`config.mk`:
```
export PLATFORM = sky130hd
export DESIGN_NAME = missile_scheduler
export DESIGN_NICKNAME = d
export VERILOG_FILES = /design/src/rtl/missile_pkg.sv /design/src/rtl/missile_slot.sv /design/src/rtl/missile_scheduler.sv
export SDC_FILE = /design/constraint.sdc
export NUM_CORES = 1
export LEC_CHECK = 0
export CAP_MARGIN = 30
export CORE_MARGIN = 2
export CORE_UTILIZATION = 53
export DETAILED_ROUTE_END_ITERATION = 8
export PLACE_DENSITY = 0.86
export REMOVE_ABC_BUFFERS = 1
export SYNTH_ARGS = -nofsm -noshare
export SYNTH_HDL_FRONTEND = slang
export SYNTH_SLANG_ARGS = --single-unit
```
`constraint.sdc`:
```
create_clock -name frame_clk -period 3.45 [get_ports frame_clk]
set_input_delay 0.69 -clock frame_clk [delete_from_list [all_inputs] [get_ports frame_clk]]
set_output_delay 0.69 -clock frame_clk [all_outputs]
set_load 0.02 [all_outputs]
```
`src/rtl/missile_pkg.sv`:
```
// rtl/missile_pkg.sv - shared constants and types for the missile scheduler
// Contents: screen size, keycode constants, fire FSM state type, coordinate type.
package missile_pkg;
   localparam int SCREEN_W = 640;
   localparam int SCREEN_H = 480;

   localparam logic [7:0] KEY_A    = 8'h04;
   localparam logic [7:0] KEY_D    = 8'h07;
   localparam logic [7:0] KEY_W    = 8'h1A;
   localparam logic [7:0] FIRE_KEY = KEY_W;

   typedef enum logic {READY, COOLDOWN} fire_state_t;

   typedef logic [9:0] coord_t;
endpackage

```
`src/rtl/missile_slot.sv`:
```
// rtl/missile_slot.sv - one missile slot: in-flight flag and X/Y position
// Ports:
//   frame_clk, Reset      frame clock, async active-low reset
//   launch                load spawn coordinates and go active this frame
//   collision             hit flag for this slot (ignored while inactive)
//   spawn_x, spawn_y      spawn coordinates used on launch
//   active, pos_x, pos_y  registered slot state
module missile_slot
   import missile_pkg::*;
#(
   parameter int Y_STEP = 4
) (
   input  logic   frame_clk,
   input  logic   Reset,
   input  logic   launch,
   input  logic   collision,
   input  coord_t spawn_x,
   input  coord_t spawn_y,
   output logic   active,
   output coord_t pos_x,
   output coord_t pos_y
);
   localparam coord_t STEP = coord_t'(Y_STEP);

   always_ff @(posedge frame_clk or negedge Reset) begin
      if (!Reset) begin
         active <= 1'b0;
         pos_x  <= '0;
         pos_y  <= '0;
      end else if (launch) begin
         // a freshly launched missile sits at the spawn point for its first frame
         active <= 1'b1;
         pos_x  <= spawn_x;
         pos_y  <= spawn_y;
      end else if (active) begin
         if (collision) begin
            active <= 1'b0;
         end else if (pos_y < STEP) begin
            // retire at the top edge instead of wrapping below zero
            active <= 1'b0;
         end else begin
            pos_y <= pos_y - STEP;
         end
      end
   end
endmodule

```
`src/rtl/missile_scheduler.sv`:
```
// rtl/missile_scheduler.sv - shared controller for a pool of player missiles
// Ports:
//   frame_clk, Reset          frame clock, async active-low reset
//   keycode                   current keyboard keycode
//   ShipX, ShipY, Ship_sizeX  ship position and width (spawn point source)
//   Collision                 per-slot hit flags for the current frame
//   MissileX, MissileY        packed slot positions, slot i at [10i+9:10i]
//   MissileActive             slot-in-flight mask
//   FireAccepted              one-frame pulse per launched shot
//   ShotsFired                running launch count (wraps)
module missile_scheduler
   import missile_pkg::*;
#(
   parameter int         NUM_SLOTS       = 4,
   parameter int         COOLDOWN_FRAMES = 8,
   parameter int         Y_STEP          = 4,
   parameter int         MISSILE_SX      = 4,
   parameter logic [7:0] FIRE_KEY        = missile_pkg::FIRE_KEY
) (
   input  logic                    frame_clk,
   input  logic                    Reset,
   input  logic [7:0]              keycode,
   input  logic [9:0]              ShipX,
   input  logic [9:0]              ShipY,
   input  logic [9:0]              Ship_sizeX,
   input  logic [NUM_SLOTS-1:0]    Collision,
   output logic [10*NUM_SLOTS-1:0] MissileX,
   output logic [10*NUM_SLOTS-1:0] MissileY,
   output logic [NUM_SLOTS-1:0]    MissileActive,
   output logic                    FireAccepted,
   output logic [15:0]             ShotsFired
);
   localparam int CW = (COOLDOWN_FRAMES > 1) ? $clog2(COOLDOWN_FRAMES) : 1;
   localparam logic [CW-1:0] CD_LOAD = CW'(COOLDOWN_FRAMES - 1);

   fire_state_t          state;
   logic [CW-1:0]        cooldown;
   logic [7:0]           key_prev;
   logic                 fire_edge;
   logic                 launch_go;
   logic                 found;
   logic [NUM_SLOTS-1:0] alloc_vec;
   logic [NUM_SLOTS-1:0] launch_vec;
   coord_t               spawn_x;

   assign fire_edge = (keycode == FIRE_KEY) && (key_prev != FIRE_KEY);
   assign spawn_x   = ShipX + (Ship_sizeX >> 1) - coord_t'(MISSILE_SX >> 1);

   // lowest-index free slot, taken from the mask before this frame's retires
   always_comb begin
      alloc_vec = '0;
      found     = 1'b0;
      for (int i = 0; i < NUM_SLOTS; i++) begin
         if (!MissileActive[i] && !found) begin
            alloc_vec[i] = 1'b1;
            found        = 1'b1;
         end
      end
   end

   assign launch_go  = (state == READY) && fire_edge && found;
   assign launch_vec = launch_go ? alloc_vec : '0;

   always_ff @(posedge frame_clk or negedge Reset) begin
      if (!Reset) begin
         state        <= READY;
         cooldown     <= '0;
         key_prev     <= 8'h00;
         FireAccepted <= 1'b0;
         ShotsFired   <= 16'h0000;
      end else begin
         key_prev     <= keycode;
         FireAccepted <= launch_go;
         case (state)
            READY: begin
               if (launch_go) begin
                  ShotsFired <= ShotsFired + 16'd1;
                  cooldown   <= CD_LOAD;
                  state      <= COOLDOWN;
               end
            end
            COOLDOWN: begin
               // leave on the edge where the count reaches zero, so the next
               // accepted press lands COOLDOWN_FRAMES frames after the last one
               if (cooldown <= CW'(1)) state <= READY;
               if (cooldown != '0) cooldown <= cooldown - CW'(1);
            end
            default: state <= READY;
         endcase
      end
   end

   for (genvar g = 0; g < NUM_SLOTS; g++) begin : g_slot
      missile_slot #(
         .Y_STEP(Y_STEP)
      ) u_slot (
         .frame_clk (frame_clk),
         .Reset     (Reset),
         .launch    (launch_vec[g]),
         .collision (Collision[g]),
         .spawn_x   (spawn_x),
         .spawn_y   (ShipY),
         .active    (MissileActive[g]),
         .pos_x     (MissileX[10*g +: 10]),
         .pos_y     (MissileY[10*g +: 10])
      );
   end
endmodule

```
==> results.tsv <==
stage	metric	value	unit
run_status	status	finished, final reports clean	
synthesis	ys.flop_type	dfrtp_1	
clocking	cts_hold_buffers	0	
clocking	clk_latency	0.52	ns
worst_setup_path	cp_max_fo	4	
clocking	clockBufferDepth	2	
drt	drc	0	
synthesis	syn_avg_cell_area	10.2	um2
sta	fin_crit	3.04	ns
synthesis	ys_seq_elements	113	
final_layout	n_antenna_cell	0	
placement	routabilityCongestion	0.945	
synthesis	async_flop_share	100	%
sta	worst_slack	0.406	ns
clocking	cts_resized	0	
placement	dp_slack	-0.0198	ns
die	dieWidth	107	um
sta	setup_viol	0	
pwr	p_int	2.98	mW
synthesis	seq_area_frac_synth	50.0	%
final_layout	final_core_util	76.9	%
clocking	clkTransAtPathRegs	0.06	ns
run	drv_cap	0	
clocking	cts_tree	done	
pwr	ir_worst_vdd	0.350	mV
synthesis	netlist_area	5650	um2
worst_setup_path	reg2reg_slack	0.77	ns
synthesis	ys_warn_count	0	
worst_setup_path	worstPathCellList	clkdlybuf4s50_1 -> inv_1 -> ha_1 -> inv_1 -> ha_1 -> fa_1 -> a21o_1 -> a221oi_1 -> buf_4 -> a221oi_1 -> buf_4 -> mux2_2	
grt	grt-busiest-layer	met2	
pwr	p_seq_share	36.6	%
clocking	post_cts_buffers	0	
clocking	cts.sinks	113	
grt	first_global_vias	5263	
worst_setup_path	r2r_end	g_slot[3].u_slot.pos_y[4]$_DFFE_PN0P_	
drt	drt_first_pass_iters	8	
drt	totalWireLength	16000	um
pwr	clockPowerShare	51.5	%
drt	drtIter0Drc	267	
drt	dr_total_vias	5053	
grt	grt_max_degree	62	
die	start_util	54.7	%
worst_setup_path	crit_path_start_kind	input pin	
final_layout	area_growth	40.5	%
synthesis	synth_top_cell_by_area	dfrtp_1	
placement	io_buffers	143	
die	dieArea	11500	um2
grt	use_met3	6.48	%
worst_setup_path	reg2reg_depth	9	
pwr	p_sw	904	uW
synthesis	synth_commonest_cells	dfrtp_1 (113), nand2_1 (80), inv_1 (49), mux2_2 (30), ha_1 (25)	
grt	grt_usage	28.8	%
hold_path	hold_class	input pin to asynchronous set/reset pin	
die	io_pins	145	
pwr	p_leak	3.71	nW
grt	grt_pass1_wl	26000	um
pwr	power.total	3.89	mW
synthesis	synth_area_leaders	dfrtp_1 (50%), mux2_2 (6.0%), ha_1 (5.5%)	
sta	report.final.slew_viol_count	0	
worst_setup_path	slowest_stage	clkdlybuf4s50_1	
sta	fin_crit_sh	88.2	%
grt	met2_usage	47.9	%
synthesis	yosysMostFrequentCell	dfrtp_1	
placement	placed_area	7260	um2
pwr	p_sw_share	23.3	%
worst_setup_path	crit_required	3.85	ns
synthesis	ys_types	58	
die	core	10300	um2
placement	place_hpwl	11000	um
die	die_height	107	um
final_layout	drive_above_1_share	12.2	%
clocking	clockRootBuffer	clkbuf_8	
worst_setup_path	worst_setup_path_end_kind	flop	
synthesis	synth_cells	552	
sta	timing.fmax	328	MHz
pwr	power.density	490	nW/um2
final_layout	finalNonFillerCells	855	
clocking	numCtsBuffers	17	
grt	antenna_found_initial	0	
die	fp-row-count	37	
sta	max_slew.worst_pin.slew	0.737	ns
placement	dp_cells	823	
grt	grt_overflow	0	
drt	routedWlPerCell	18.7	um
sta	fin_skew	0.00809	ns
sta	max_slew_margin	50.3	%
worst_setup_path	crit_type	input pin to flop	
worst_setup_path	crit_arrival	3.45	ns
worst_setup_path	slowest_delay	0.46	ns
drt	vias_per_cell	5.91	
grt	grtUsageMet1	35.5	%
sta	finalHoldViolCount	0	
final_layout	nNetsFinal	776	
clocking	htreeDepth	4	
worst_setup_path	r2r_start	g_slot[3].u_slot.pos_y[2]$_DFFE_PN0P_	
synthesis	synth_top_area_share	50.0	%
synthesis	synth_edf_count	0	
drt	ant_nets	0	
pwr	comb_power_share	11.9	%
final_layout	fin_area	7940	um2
sta	rsz0062_at_grt	no	
## critical path, delay by kind of cell
kind            cells  cell delay (ns)
fa+ha+maj           3             0.87
buf+inv             5             0.92
mux                 1             0.26
compound gates      3             0.72
## cell type report
cell class                 count  area, um2
inverter                      50        188
clock inverter                10        203
fill                         643       2380
timing repair buffer         156       1550
sequential                   113       2830
multi-input combinational    368       2530
tap                          136        170
clock buffer                  22        473
## placed cells by master, fill, tap and decap left out, types with 3 or more instances in the layout
master,Yosys,final
clkdlybuf4s50_1,0,142
dfrtp_1,113,113
nand2_1,80,80
inv_1,49,49
mux2_2,30,30
ha_1,25,25
o21ai_0,24,24
nor2_1,21,20
a21oi_1,19,19
clkbuf_16,0,16
nor3_1,15,15
xnor2_1,14,14
nand3_1,12,12
a221o_1,12,12
buf_4,5,12
nand2b_1,11,11
xor2_1,8,8
nor4_1,7,7
and3_1,7,7
o221ai_1,6,6
bufinv_16,0,6
nor4b_1,5,5
nor2b_1,5,5
o211ai_1,5,5
nor3b_1,5,5
nand4_1,5,5
clkbuf_8,0,5
or4_1,4,4
a31oi_1,4,4
or2_2,3,3
a21o_1,3,3
a32oi_1,3,3
and4_1,3,3
clkinv_2,0,3
## per-layer routing
layer / part of all wire, % / wire [um] / vias to the layer above
li1: - / - / 2252
met1: 39 / 6210 / 2468
met2: 50 / 7940 / 263
met3: 7.3 / 1160 / 70
met4: 4.1 / 656 / 0
met5: 0 / 0 / -
## worst max path at each step
stage,from,end,slack (ns),depth (start not counted)
floorplan,keycode[5],g_slot[0].u_slot.pos_y[0]$_DFFE_PN0P_,0.35,4
global placement,ShipX[1],g_slot[3].u_slot.pos_x[9]$_DFFE_PN0P_,0.009,12
detailed placement,Ship_sizeX[2],g_slot[2].u_slot.pos_x[9]$_DFFE_PN0P_,-0.02,12
CTS,Ship_sizeX[2],g_slot[2].u_slot.pos_x[9]$_DFFE_PN0P_,0.44,12
global route,ShipX[1],g_slot[3].u_slot.pos_x[9]$_DFFE_PN0P_,0.25,12
finish,Ship_sizeX[2],g_slot[2].u_slot.pos_x[9]$_DFFE_PN0P_,0.41,12
## kinds of logic (layout without fill, tap and decap cells)
group,Yosys count,in the layout,synth area share (%)
compound gates,92,92,11.1
xor+xnor,22,22,3.41
fa+ha+maj,26,26,5.89
buf+inv,71,238,5.31
flops,113,113,50.0
mux,31,31,6.15
simple gates,197,197,18.1
## flip-flops by register name, summed over array words and instances, names as in the netlist
| register | count |
|---|---|
| g_slot.u_slot.pos_y | 40 |
| key_prev | 8 |
| g_slot.u_slot.active | 4 |
| cooldown | 3 |
| FireAccepted | 1 |
| g_slot.u_slot.pos_x | 40 |
| state | 1 |
| ShotsFired | 16 |
## stage by stage
stage,setup TNS (ns),hold slack [ns]
6_report,0,0.213
3_3_place_gp,0,0.459
3_5_place_dp,-0.0705,0.466
4_1_cts,0,0.226
2_1_floorplan,0,0.394
5_1_grt,0,0.268
## power by group through the flow
stage,sequential (mW),combinational [mW],clock [mW]
floorplan,1.47,0.198,0
global placement,1.44,0.429,0
detailed placement,1.44,0.452,0
CTS,1.42,0.465,2.01
global route,1.43,0.512,2.07
finish,1.42,0.463,2.00
Note: power is estimated with default switching activity, not from simulation.
